==> config.mk <==
export PLATFORM = sky130hd
export DESIGN_NAME = hilo_muldiv_seq_flat
export DESIGN_NICKNAME = d
export VERILOG_FILES = /design/src/rtl/hilo_muldiv_seq_pkg.sv /design/src/rtl/hilo_muldiv_seq_if.sv /design/src/rtl/hilo_muldiv_seq_step_core.sv /design/src/rtl/hilo_muldiv_seq.sv /design/src/flat_wrapper.sv
export SDC_FILE = /design/constraint.sdc
export NUM_CORES = 1
export LEC_CHECK = 0
export CORE_ASPECT_RATIO = 1.75
export CORE_MARGIN = 3
export CORE_UTILIZATION = 40
export DETAILED_ROUTE_END_ITERATION = 16
export PLACE_DENSITY = 0.6
export SLEW_MARGIN = 20
export SYNTH_ARGS = -nofsm -noshare
export SYNTH_HDL_FRONTEND = slang
export SYNTH_SLANG_ARGS = --single-unit
==> constraint.sdc <==
create_clock -name clk -period 3.7 [get_ports clk]
set_clock_uncertainty 0.15 [all_clocks]
set_input_delay 0.74 -clock clk [delete_from_list [all_inputs] [get_ports clk]]
set_output_delay 0.74 -clock clk [all_outputs]
set_load 0.01 [all_outputs]
==> src/rtl/hilo_muldiv_seq_pkg.sv <==
// rtl/hilo_muldiv_seq_pkg.sv - shared types and helpers for the HI/LO mul/div sequencer
package hilo_pkg;

    localparam int HILO_WIDTH = 32;

    typedef enum logic [1:0] {
        MD_MULT  = 2'b00,
        MD_MULTU = 2'b01,
        MD_DIV   = 2'b10,
        MD_DIVU  = 2'b11
    } muldiv_op_e;

    typedef enum logic [1:0] {
        S_IDLE = 2'b00,
        S_RUN  = 2'b01,
        S_FIX  = 2'b10
    } seq_state_e;

    // Divides live in the upper half of the opcode space
    function automatic logic is_div_op(input muldiv_op_e op);
        return op[1];
    endfunction

    // The unsigned variants are the odd opcodes
    function automatic logic is_signed_op(input muldiv_op_e op);
        return ~op[0];
    endfunction

endpackage

==> src/rtl/hilo_muldiv_seq_if.sv <==
// rtl/hilo_muldiv_seq_if.sv - EX-stage request / HI-LO result bundle
interface hilo_muldiv_seq_if #(
    parameter int WIDTH = 32
);
    logic             start_EX;
    logic [1:0]       op_EX;
    logic [WIDTH-1:0] src_a_EX;
    logic [WIDTH-1:0] src_b_EX;
    logic             rd_hilo_EX;
    logic             busy;
    logic             stall_EX;
    logic             done;
    logic [WIDTH-1:0] hi;
    logic [WIDTH-1:0] lo;

    // EX-stage control unit side
    modport master (
        output start_EX, op_EX, src_a_EX, src_b_EX, rd_hilo_EX,
        input  busy, stall_EX, done, hi, lo
    );

    // Sequencer side
    modport slave (
        input  start_EX, op_EX, src_a_EX, src_b_EX, rd_hilo_EX,
        output busy, stall_EX, done, hi, lo
    );
endinterface

==> src/rtl/hilo_muldiv_seq_step_core.sv <==
// rtl/hilo_muldiv_seq_step_core.sv - one combinational shift-add or restoring-divide iteration
module hilo_step_core #(
    parameter int WIDTH = 32
) (
    input  logic             i_is_div,
    input  logic [WIDTH:0]   i_acc,
    input  logic [WIDTH-1:0] i_low,
    input  logic [WIDTH-1:0] i_opnd,
    output logic [WIDTH:0]   o_acc,
    output logic [WIDTH-1:0] o_low
);
    // Multiply: acc never exceeds WIDTH bits between steps, so the sum fits in WIDTH+1
    logic [WIDTH:0]   w_sum;
    logic [WIDTH:0]   w_add;
    // Divide: partial remainder shifted left with the next dividend bit, then trial-subtracted
    logic [WIDTH:0]   w_shift;
    logic [WIDTH+1:0] w_diff;

    assign w_sum   = i_acc + {1'b0, i_opnd};
    assign w_add   = i_low[0] ? w_sum : i_acc;
    assign w_shift = {i_acc[WIDTH-1:0], i_low[WIDTH-1]};
    assign w_diff  = {1'b0, w_shift} - {2'b00, i_opnd};

    // Select the iteration; a clear borrow bit means the divisor fit and the quotient bit is 1
    always_comb begin
        o_acc = i_acc;
        o_low = i_low;
        if (i_is_div) begin
            if (!w_diff[WIDTH+1]) begin
                o_acc = w_diff[WIDTH:0];
                o_low = {i_low[WIDTH-2:0], 1'b1};
            end else begin
                o_acc = w_shift;
                o_low = {i_low[WIDTH-2:0], 1'b0};
            end
        end else begin
            o_acc = {1'b0, w_add[WIDTH:1]};
            o_low = {w_add[0], i_low[WIDTH-1:1]};
        end
    end
endmodule

==> src/rtl/hilo_muldiv_seq.sv <==
// rtl/hilo_muldiv_seq.sv - iterative mul/div sequencer owning the HI/LO register pair
module hilo_muldiv_seq
    import hilo_pkg::*;
#(
    parameter int WIDTH = HILO_WIDTH
) (
    input  logic              clk,
    input  logic              rst,
    hilo_muldiv_seq_if.slave  bus
);
    localparam int CW = (WIDTH > 1) ? $clog2(WIDTH) : 1;

    seq_state_e       r_state;
    muldiv_op_e       r_op;
    logic [CW-1:0]    r_cnt;
    logic [WIDTH:0]   r_acc;
    logic [WIDTH-1:0] r_low;
    logic [WIDTH-1:0] r_opnd;
    logic [WIDTH-1:0] r_hi;
    logic [WIDTH-1:0] r_lo;
    logic             r_neg_res;
    logic             r_neg_q;
    logic             r_neg_r;
    logic             r_busy;
    logic             r_done;

    muldiv_op_e         w_op;
    logic               w_signed;
    logic               w_a_neg;
    logic               w_b_neg;
    logic [WIDTH-1:0]   w_a_mag;
    logic [WIDTH-1:0]   w_b_mag;
    logic [WIDTH:0]     w_acc_nxt;
    logic [WIDTH-1:0]   w_low_nxt;
    logic [2*WIDTH-1:0] w_prod;
    logic [2*WIDTH-1:0] w_prod_fix;
    logic [WIDTH-1:0]   w_rem;
    logic [WIDTH-1:0]   w_q_fix;
    logic [WIDTH-1:0]   w_r_fix;

    // Operand magnitudes and signs are taken straight from EX at acceptance
    assign w_op     = muldiv_op_e'(bus.op_EX);
    assign w_signed = is_signed_op(w_op);
    assign w_a_neg  = w_signed & bus.src_a_EX[WIDTH-1];
    assign w_b_neg  = w_signed & bus.src_b_EX[WIDTH-1];
    assign w_a_mag  = w_a_neg ? -bus.src_a_EX : bus.src_a_EX;
    assign w_b_mag  = w_b_neg ? -bus.src_b_EX : bus.src_b_EX;

    // Final sign correction applied in the FIX cycle
    assign w_prod     = {r_acc[WIDTH-1:0], r_low};
    assign w_prod_fix = r_neg_res ? -w_prod : w_prod;
    assign w_rem      = r_acc[WIDTH-1:0];
    assign w_q_fix    = r_neg_q ? -r_low : r_low;
    assign w_r_fix    = r_neg_r ? -w_rem : w_rem;

    hilo_step_core #(.WIDTH(WIDTH)) u_step (
        .i_is_div (is_div_op(r_op)),
        .i_acc    (r_acc),
        .i_low    (r_low),
        .i_opnd   (r_opnd),
        .o_acc    (w_acc_nxt),
        .o_low    (w_low_nxt)
    );

    // Sequencer FSM: accept in IDLE, iterate WIDTH times in RUN, sign-fix and commit HI/LO in FIX
    always_ff @(posedge clk) begin
        if (rst) begin
            r_state   <= S_IDLE;
            r_op      <= MD_MULT;
            r_cnt     <= '0;
            r_acc     <= '0;
            r_low     <= '0;
            r_opnd    <= '0;
            r_hi      <= '0;
            r_lo      <= '0;
            r_neg_res <= 1'b0;
            r_neg_q   <= 1'b0;
            r_neg_r   <= 1'b0;
            r_busy    <= 1'b0;
            r_done    <= 1'b0;
        end else begin
            r_done <= 1'b0;
            case (r_state)
                S_IDLE: begin
                    if (bus.start_EX) begin
                        r_op      <= w_op;
                        r_acc     <= '0;
                        r_opnd    <= is_div_op(w_op) ? w_b_mag : w_a_mag;
                        r_low     <= is_div_op(w_op) ? w_a_mag : w_b_mag;
                        r_neg_res <= w_a_neg ^ w_b_neg;
                        // A zero divisor leaves the quotient as all ones regardless of sign
                        r_neg_q   <= (w_a_neg ^ w_b_neg) & (bus.src_b_EX != '0);
                        r_neg_r   <= w_a_neg;
                        r_cnt     <= CW'(WIDTH - 1);
                        r_busy    <= 1'b1;
                        r_state   <= S_RUN;
                    end
                end
                S_RUN: begin
                    r_acc <= w_acc_nxt;
                    r_low <= w_low_nxt;
                    if (r_cnt == '0) begin
                        r_state <= S_FIX;
                    end else begin
                        r_cnt <= r_cnt - 1'b1;
                    end
                end
                S_FIX: begin
                    if (is_div_op(r_op)) begin
                        r_hi <= w_r_fix;
                        r_lo <= w_q_fix;
                    end else begin
                        r_hi <= w_prod_fix[2*WIDTH-1:WIDTH];
                        r_lo <= w_prod_fix[WIDTH-1:0];
                    end
                    r_done  <= 1'b1;
                    r_busy  <= 1'b0;
                    r_state <= S_IDLE;
                end
                default: begin
                    r_state <= S_IDLE;
                    r_busy  <= 1'b0;
                end
            endcase
        end
    end

    assign bus.busy     = r_busy;
    assign bus.stall_EX = r_busy & (bus.start_EX | bus.rd_hilo_EX);
    assign bus.done     = r_done;
    assign bus.hi       = r_hi;
    assign bus.lo       = r_lo;
endmodule

==> src/flat_wrapper.sv <==
// flat-port wrapper written by rule: the top's interface ports become plain ports
module hilo_muldiv_seq_flat import hilo_pkg::*;
#(
    parameter int WIDTH = HILO_WIDTH
)
  (clk, rst, bus_start_EX, bus_op_EX, bus_src_a_EX, bus_src_b_EX, bus_rd_hilo_EX, bus_busy, bus_stall_EX, bus_done, bus_hi, bus_lo);
  hilo_muldiv_seq_if #(.WIDTH(WIDTH)) bus_i ();
  input  logic clk;
  input  logic rst;
  input wire logic [$bits(bus_i.start_EX)-1:0] bus_start_EX;
  input wire logic [$bits(bus_i.op_EX)-1:0] bus_op_EX;
  input wire logic [$bits(bus_i.src_a_EX)-1:0] bus_src_a_EX;
  input wire logic [$bits(bus_i.src_b_EX)-1:0] bus_src_b_EX;
  input wire logic [$bits(bus_i.rd_hilo_EX)-1:0] bus_rd_hilo_EX;
  output wire logic [$bits(bus_i.busy)-1:0] bus_busy;
  output wire logic [$bits(bus_i.stall_EX)-1:0] bus_stall_EX;
  output wire logic [$bits(bus_i.done)-1:0] bus_done;
  output wire logic [$bits(bus_i.hi)-1:0] bus_hi;
  output wire logic [$bits(bus_i.lo)-1:0] bus_lo;
  assign bus_i.start_EX = bus_start_EX;
  assign bus_i.op_EX = bus_op_EX;
  assign bus_i.src_a_EX = bus_src_a_EX;
  assign bus_i.src_b_EX = bus_src_b_EX;
  assign bus_i.rd_hilo_EX = bus_rd_hilo_EX;
  assign bus_busy = bus_i.busy;
  assign bus_stall_EX = bus_i.stall_EX;
  assign bus_done = bus_i.done;
  assign bus_hi = bus_i.hi;
  assign bus_lo = bus_i.lo;
  hilo_muldiv_seq #(.WIDTH(WIDTH)) u_core (.clk(clk), .rst(rst), .bus(bus_i));
endmodule
### Word level (Yosys, flattened, before mapping)

Index checks and enable logic that the tools add are counted.

| word-level totals | value |
|---|---|
| register bits after elaboration | 175 |
| bits of input ports | 70 |
| output and inout bits | 67 |
| word-level logic and storage cells | 70 |

| cells by class | value |
|---|---|
| add/subtract/negate cells | 8 |
| equal/unequal tests | 5 |
| multiplexer cells | 27 |
| bitwise logic cells | 8 |
| reduce and logical (&&, ||, !) cells | 9 |

Operator list:

| operator | count |
|---|---|
| $mux W32 | 10 |
| $mux W33 | 4 |
| $neg A32 Y32 | 4 |
| $pmux W33 S2 | 1 |
| $mux W64 | 1 |
| $neg A64 Y64 | 1 |
| $pmux W32 S2 | 1 |
| $sub A33 B32 Y34 | 1 |
| $add A33 B32 Y33 | 1 |
| $reduce_bool A32 Y1 | 1 |
| $mux W5 | 2 |
| $pmux W5 S2 | 1 |
| $reduce_and A2 Y1 | 4 |
| $logic_not A5 Y1 | 1 |
| $sub A5 B1 Y5 const B | 1 |
| $and A1 B1 Y1 | 4 |
| $mux W2 | 2 |
| $ne A2 B2 Y1 const B | 2 |
| $pmux W2 S2 | 1 |
| $mux W1 | 3 |
| $reduce_and A3 Y1 | 1 |
| $eq A2 B1 Y1 const B | 1 |
| $eq A2 B2 Y1 const B | 1 |
| $logic_not A2 Y1 | 1 |
| other kinds (6) | 7 |

### Depth between registers and ports, before layout

Gate-level depths: netlist (run 1).

| depth | value |
|---|---|
| depth in word-level cells | 6 |
| gate-level depth with buffers | 15 |
| mapped depth without buffers | 13 |

### By module

A second synthesis (run 1) with hierarchy kept.

| unflattened totals | value |
|---|---|
| cell total of the unflattened synthesis | 1,891 |
| area, all modules | 14,498.9 um^2 |

By module, submodules not included:

| module | instances | cells each | area each (um^2) | seq. area each (um^2) |
|---|---|---|---|---|
| hilo_muldiv_seq | 1 | 1,205 | 9,669.3 | 3,483.3 |
| hilo_step_core | 1 | 686 | 4,829.6 | 0.0 |

### Worst setup path after synthesis (run 1)

No wires, ideal clock.

| timing | value |
|---|---|
| kind | input-to-reg |
| start point | input bus_src_b_EX[10] |
| end point | register u_core.r_low[20] |
| library setup time | 132 ps |
| data arrival time | 3,044 ps |
| required time | 3,418 ps |
| path slack | 373 ps |
| stages on the path | 10 |
| path buffers | 0 |
| path through | or4_1 -> or3_1 -> or4b_4 -> o31ai_1 -> xor2_1 -> nor2_1 -> a211oi_1 -> a21oi_1 -> nand2_1 -> a21oi_1 |

| between the ends | value |
|---|---|
| word-level cells in the longest chain between the ends | 5 |

Ends and longest elaborated chain:

| element | line | source |
|---|---|---|
| start, declared | flat_wrapper.sv:13 | `input wire logic [$bits(bus_i.src_b_EX)-1:0] bus_src_b_EX;` |
| $neg A32 Y32 | hilo_muldiv_seq.sv:47 | `assign w_b_mag = w_b_neg ? -bus.src_b_EX : bus.src_b_EX;` |
| $mux W32 | hilo_muldiv_seq.sv:47 |  |
| $mux W32 | hilo_muldiv_seq.sv:89 | `r_low <= is_div_op(w_op) ? w_a_mag : w_b_mag;` |
| $mux W32 | hilo_muldiv_seq.sv:85 | `if (bus.start_EX) begin` |
| $pmux W32 S2 | hilo_muldiv_seq.sv:83 | `case (r_state)` |
| end signal, assigned | hilo_muldiv_seq.sv:89 |  |
| end signal, assigned | hilo_muldiv_seq.sv:101 | `r_low <= w_low_nxt;` |
| end, declared | hilo_muldiv_seq.sv:17 | `logic [WIDTH-1:0] r_low;` |

No other way between the ends. The select of a mux whose other input is x is not followed.
A chain may end at the register's enable or synchronous reset.

### Final worst setup path (run 1)

| timing | value |
|---|---|
| start point | input bus_src_a_EX[20] |
| end point | register u_core.r_low[30] |

| between the ends | value |
|---|---|
| word-level cells in the longest chain between the ends | 5 |

Ends and longest elaborated chain:

| element | line | source |
|---|---|---|
| start, declared | flat_wrapper.sv:12 | `input wire logic [$bits(bus_i.src_a_EX)-1:0] bus_src_a_EX;` |
| $neg A32 Y32 | hilo_muldiv_seq.sv:46 | `assign w_a_mag = w_a_neg ? -bus.src_a_EX : bus.src_a_EX;` |
| $mux W32 | hilo_muldiv_seq.sv:46 |  |
| $mux W32 | hilo_muldiv_seq.sv:89 |  |
| $mux W32 | hilo_muldiv_seq.sv:85 |  |
| $pmux W32 S2 | hilo_muldiv_seq.sv:83 |  |

No other way between the ends. The select of a mux whose other input is x is not followed.

==> results of run 1 <==
-- worst reg2reg max path, cell delays in order (launching register included) --
cell	delay, ns
dfxtp_1	0.35
ha_1	0.17
inv_1	0.05
fa_1	0.38
nor2b_1	0.17
o31a_1	0.17
o21ai_0	0.14
a2111o_1	0.50
a21oi_2	0.22
buf_4	0.15
nor2_1	0.04
o21ai_0	0.16
buf_4	0.14
a221oi_1	0.10
xnor2_1	0.18
a221o_1	0.32
-- logic make-up after synthesis --
kind of cell	count (synthesis)	synth area share, %
XOR/XNOR	172	10.6
flip-flops	174	24.5
AO/OA/AOI/OAI	600	27.1
AND/OR/NAND/NOR	682	22.1
buffers and inverters	199	5.32
adder cells (fa/ha/maj)	72	6.45
multiplexers	55	3.91
-- final cells by class --
cell class	instances	area, um2	area share, %
multi-input cells	1581	10000	56.6
clock buffers	17	425	2.41
flip-flops and latches	174	3490	19.7
diodes	3	7.51	0.0425
well taps	460	576	3.26
clock inverters	15	165	0.934
inverters	72	270	1.53
repair buffers	317	2740	15.5
-- worst paths after layout --
path | slack [ns] | endpoint | from | cells past startpoint
worst max-delay path | 0.12 | u_core.r_low[30] | bus_src_a_EX[20] | 11
worst min-delay path | 0.31 | u_core.bus.hi[31] | u_core.bus.hi[31] | 2
worst max register to register | 0.19 | u_core.r_acc[31] | u_core.r_opnd[0] | 15
worst min register to register | 0.31 | u_core.bus.hi[31] | u_core.bus.hi[31] | 2
-- power by group --
part | switching [W] | total [W] | internal (W)
registers | 0.000149 | 0.00215 | 0.00200
logic | 0.00151 | 0.00252 | 0.00101
clock network | 0.000972 | 0.00188 | 0.000911
total | 0.00263 | 0.00655 | 0.00392
-- metrics by stage --
step | std cells | power [W] | hold slack [ns]
floorplan | 1954 | 0.00370 | 0.296
global placement | 2602 | 0.00467 | 0.295
detailed placement | 2602 | 0.00467 | 0.301
CTS | 2634 | 0.00656 | 0.314
global route | 2639 | 0.00688 | 0.330
finish | 2639 | 0.00655 | 0.312
-- cells in the final DEF (no fill, tap or decap), types with 9 or more instances in the layout --
cell	count
nor4_1	14
o22ai_1	12
xnor2_1	97
o21ai_0	102
o41ai_1	11
clkbuf_16	17
and2_1	11
and3_1	10
inv_1	72
nor2b_1	18
clkdlybuf4s50_1	134
nor3_1	57
or4_1	10
dfxtp_1	173
nand2_1	231
nand2b_1	16
xor2_1	75
a31oi_1	24
a21o_1	28
o21bai_1	11
a211oi_1	86
buf_4	180
o211ai_1	28
o31ai_1	13
a21oi_1	191
or3_1	20
nand3_1	44
ha_1	70
a22o_1	9
mux2i_1	51
nor2_1	208
a311oi_1	16
-- sequential cells by signal, indices dropped and copies added (netlist names) --
register and cells:
u_core.bus.busy 1, u_core.r_neg_r 1, u_core.r_cnt 5, u_core.bus.done 1, u_core.r_opnd 32, u_core.r_low 32
u_core.r_neg_res 1, u_core.r_state 2, u_core.bus.hi 32, u_core.r_neg_q 1, u_core.bus.lo 32, u_core.r_acc 33
u_core.r_op 1
-- layer usage --
metal	part of all wire (%)	track usage [%]
met1	36	30.4
met2	51	52.6
met3	3.4	3.32
met4	10	25.7
met5	0	0
-- what timing repair did --
| action | in CTS | in global routing |
|---|---|---|
| buffers inserted | 0 | 2 |
| setup endpoints to repair | 0 | 5 |
| hold buffers | 0 | 0 |
| gates resized for setup | 0 | 4 |
==> results_dict.tcl, run 1 <==
set metrics [dict create \
    cp.arrival_ns 3.79 \
    critPathKind "in -> reg" \
    synth_top_cell_area_share_pct 24.5 \
    grt_overflow_total 0 \
    cts_sinks 174 \
    htreeDepth 4 \
    core_area_um2 34800 \
    syn_area_um2 14200 \
    crit_buf_inv 1 \
    hpwl_um 45700 \
    cts_buffer_depth 2 \
    end_kind "flop" \
    netlist_instances 1954 \
    synthTopCellsByArea "dfxtp_1, a21oi_1, ha_1" \
    slew_violations 0 \
    die-height_um 255 \
    die_area_um2 37900 \
    cpPeakStageDelay_ns 0.56 \
    synth-seq-area-share_pct 24.5 \
    cts-buffers-inserted 17 \
    cts_tree "built" \
    netlist_top_cells_count "nand2_1, nor2_1, a21oi_1, dfxtp_1, clkbuf_1" \
    place_congestion 1.01 \
    peakVddDrop_uv 330 \
    crit_top_cell "o21ai_0" \
    async_flop_share_pct 0 \
    final-hold-violation-count 0 \
    hp-class "reg -> reg" \
    wirelength_um 57300 \
    rows 90 \
    ys_types 77 \
    gr-usage-all-layers_pct 29.7 \
    drt_pass1_iterations 5 \
    pre_cts_slack_ns -0.340 \
    postLayoutCellArea_um2 17700 \
    finalSetupTns_ns 0 \
    nFillCells 3504 \
    chipWidth_um 148 \
    ys_seq_elements 174 \
    start_util_pct 40.8 \
    avgSynthCellArea_um2 7.27 \
    p_per_area_nw_per_um2 371 \
    clk_latency_ns 0.47 \
    placed_area_um2 17000 \
    cp.required_ns 3.91 \
    worst_pin_slew_ns 0.868 \
    remaining_drc_errors 0 \
    relSlewSlack_pct 41.9 \
    worstPathMaxFanout 2 \
    yosysMostFrequentCell "nand2_1" \
    grt_pass1_vias 15200 \
    via_per_inst 5.79 \
    avgRoutedWirePerCell_um 21.7 \
    outcome "finished, final reports clean" \
    grt_antenna_before_repair 3 \
    nets 2305 \
    crit_slowest_cell "or4_1" \
    setup_viol 0 \
    path_cells "clkdlybuf4s50_1 -> or4_1 -> nor4_1 -> nor4b_1 -> nor3b_1 -> o21ai_0 -> xnor2_1 -> nor2_1 -> o21ai_0 -> o21ai_0 -> a22o_1" \
    synth_warnings 0 \
    finalCriticalPeriod_ns 3.58 \
    postLayoutCoreUtil_pct 50.8 \
    grt_pass1_wl_um 87300 \
    synthFlopType "dfxtp_1" \
    cts.clk_slew.worst_paths_ns 0.08 \
    fmax_ghz 0.279 \
    vias 15300 \
    netlist.top_cell.by_area "dfxtp_1" \
    syn-num-nets 2096 \
    cap_violations 0 \
    path_delay_family "simple AND/OR/NAND/NOR gates" \
    rsz0062_at_grt "no" \
    power.leakage_nw 7.04 \
    drive_gt1_share_pct 11.7 \
    drt_iter0_markers 1055 \
    port_buffers 136 \
    crit_path_start_kind "primary input" \
    setup_slack_ns 0.117 \
    grt_max_degree 80 \
    drtAntennaViolNets 0 \
    clock-root-buffer "clkbuf_16" \
    syn_to_final_growth_pct 24.4 \
    io_pins 137 \
    period_share_pct 96.8 \
    synth_edf_count 0 \
]
Power figures use the tool's default switching activity.
==> run 2: changes to the inputs <==
--- a/config.mk
+++ b/config.mk
@@ -5,11 +5,12 @@
 export SDC_FILE = /design/constraint.sdc
 export NUM_CORES = 1
 export LEC_CHECK = 0
+export ABC_AREA = 1
 export CORE_ASPECT_RATIO = 1.75
 export CORE_MARGIN = 3
 export CORE_UTILIZATION = 40
 export DETAILED_ROUTE_END_ITERATION = 16
-export PLACE_DENSITY = 0.6
+export PLACE_DENSITY = 0.59
 export SLEW_MARGIN = 20
 export SYNTH_ARGS = -nofsm -noshare
 export SYNTH_HDL_FRONTEND = slang
==> run 2 against run 1 <==
  * Routed wire length is 54% higher
  * Hold slack better by 0.020 ns
  * Critical path depth is 3 higher
  * Via count is 46% higher
  * First-iteration DRC count is 100% higher
  * Clock-buffer cell count stayed put
  * Global-route usage is 5.9 points higher
  * Die area is 26% higher
  * Register-to-register slack better by 0.29 ns
  * Sequential share of layout area is 2.9 points lower
  * Sequential power is 3% higher
  * Total power is 20% higher
  * Critical path type is now reg -> reg
  * Highest routed layer unchanged
==> results_dict.tcl, run 2 <==
set metrics [dict create \
    cts_resized 0 \
    io_pins 137 \
    port_buffers 136 \
    postLayoutCellArea_um2 20700 \
    avgSynthCellArea_um2 5.46 \
    vias 22400 \
    grt_max_degree 101 \
    cts-buffers-inserted 17 \
    placed_area_um2 20200 \
    peakVddDrop_uv 352 \
    syn-num-nets 3448 \
    nets 3553 \
    crit_path_start_kind "flop" \
    slew_violations 0 \
    synthFlopType "dfxtp_1" \
    cts_buffer_depth 2 \
    drt_iter0_markers 2152 \
    fmax_ghz 0.310 \
    nFillCells 4941 \
    place_congestion 1.05 \
    ys_seq_elements 174 \
    rows 102 \
    power.leakage_nw 10.2 \
    cts_setup_buffers 0 \
    via_per_inst 5.59 \
    cp.arrival_ns 3.41 \
    drt_pass1_iterations 8 \
    holdWs_ns 0.331 \
    end_kind "flop" \
    final_cell_count_no_fill 3996 \
    antenna_cells 0 \
    worstPathMaxFanout 14 \
    finalCriticalPeriod_ns 3.22 \
    rsz0062_at_grt "no" \
    chipWidth_um 167 \
    ys_types 54 \
    clk_latency_ns 0.46 \
    top_register "u_core.r_acc" \
    die_area_um2 47800 \
    avgRoutedWirePerCell_um 22.1 \
    netlist.top_cell.by_area "nand2_1" \
    remaining_drc_errors 0 \
    critPathKind "reg -> reg" \
    cap_violations 0 \
    drive_gt1_share_pct 4.79 \
    worst_pin_slew_ns 1.03 \
    cts_sinks 174 \
    final_cell_mix "nand2_1, inv_1, nor2_1" \
    setup_viol 0 \
    die-height_um 287 \
    hpwl_um 72200 \
    cts.clk_slew.worst_paths_ns 0.08 \
    outcome "finished, final reports clean" \
    synth_edf_count 0 \
    hold_buffers 0 \
    synth_warnings 0 \
    p_per_area_nw_per_um2 381 \
    netlist_top_cells_count "nand2_1, inv_1, nor2_1, nand3_1, o21ai_0" \
    clock-root-buffer "clkbuf_16" \
    reg2reg_slack_ns 0.48 \
    period_share_pct 87.1 \
    grt_pass1_wl_um 130000 \
    hp-class "reg -> reg" \
    netlist_instances 3306 \
    largest_reg_flops 33 \
    start_util_pct 40.6 \
    synthTopCellsByArea "nand2_1, dfxtp_1, inv_1" \
    cts_tree "built" \
    finalSetupTns_ns 0 \
    grt_antenna_before_repair 2 \
    yosysMostFrequentCell "nand2_1" \
    syn_to_final_growth_pct 15.0 \
    core_area_um2 44400 \
    relSlewSlack_pct 31.1 \
    grt_pass1_vias 21700 \
    synth-seq-area-share_pct 19.3 \
    cp.required_ns 3.89 \
    grt_overflow_total 0 \
    htreeDepth 4 \
    mostFrequentLayoutCell "nand2_1" \
    syn_area_um2 18000 \
    synth_top_cell_area_share_pct 22.2 \
    drtAntennaViolNets 0 \
    wirelength_um 88500 \
    final-hold-violation-count 0 \
    dpl.cell_count 3964 \
    gr-usage-all-layers_pct 35.7 \
    async_flop_share_pct 0 \
]
==> run 2: cell types whose count changed in the layout (fill, tap and decap cells not counted), sizes merged, moves of 20 or more <==
cell,before,now
nand2,232,1083
inv,80,459
nand3,45,248
nor2,212,411
o21ai,105,241
buf,183,73
a211oi,86,2
xnor2,97,13
mux2i,51,0
nand4,6,42
a21o,28,2
nor3,58,32
a21oi,192,213
or3,20,0
==> run 2: critical path: stages, from the launching register on <==
cell and delay [ns]:
dfxtp_1 0.78, ha_1 0.33, nand2_1 0.13, nor2_1 0.25, nand2_1 0.12, inv_1 0.08, nand2_2 0.08, nand2_4 0.07
nand2_4 0.07, nand2_4 0.20, nand2_2 0.24, inv_2 0.27, nand2_1 0.08, nand3_1 0.13, o21ai_0 0.10
==> run 2: kinds of logic (layout without fill, tap and decap cells) <==
group,Yosys count,after routing,share of synthesized area (%)
compound gates,550,550,16.9
xor+xnor,85,85,4.13
fa+ha+maj,72,72,5.08
buf+inv,575,693,12.3
flops,174,174,19.3
simple gates,1850,1850,42.3
==> run 2: final cells by class <==
| type | count | area, um2 | area share (%) |
|---|---|---|---|
| tap | 572 | 716 | 3.45 |
| multi-input combinational | 2557 | 12400 | 59.5 |
| timing repair buffer | 208 | 1900 | 9.15 |
| clock buffer | 17 | 425 | 2.05 |
| inverter | 453 | 1700 | 8.20 |
| clock inverter | 15 | 164 | 0.790 |
| sequential | 174 | 3490 | 16.8 |
==> run 2: final timing paths <==
kind,to,cells past startpoint,startpoint
setup reg to reg,u_core.r_acc[14],14,u_core.r_acc[8]
setup / recovery,u_core.r_acc[14],14,u_core.r_acc[8]
hold reg to reg,u_core.bus.busy,2,u_core.bus.busy
hold / removal,u_core.bus.busy,2,u_core.bus.busy
==> run 2: metrics by stage <==
step                utilization (%)  power (W)  setup slack, ns
finish                         46.7    0.00789            0.478
global route                   46.7    0.00835            0.325
detailed placement             45.4    0.00596            0.301
floorplan                         -    0.00465             1.15
CTS                            46.7    0.00783            0.526
global placement               45.4    0.00594            0.311
==> run 2: layer usage <==
metal	share of wire (%)	vias to the layer above	global-route usage, %
met2	50	1043	64.9
li1	-	10800	-
met4	10	0	29.2
met1	35	10200	36.4
met5	0	-	0
met3	5.3	353	4.10
==> run 2: report_power, final <==
| part | switching [W] | internal (W) |
|---|---|---|
| sequential | 0.000210 | 0.00201 |
| combinational | 0.00267 | 0.00113 |
| clock | 0.000959 | 0.000911 |
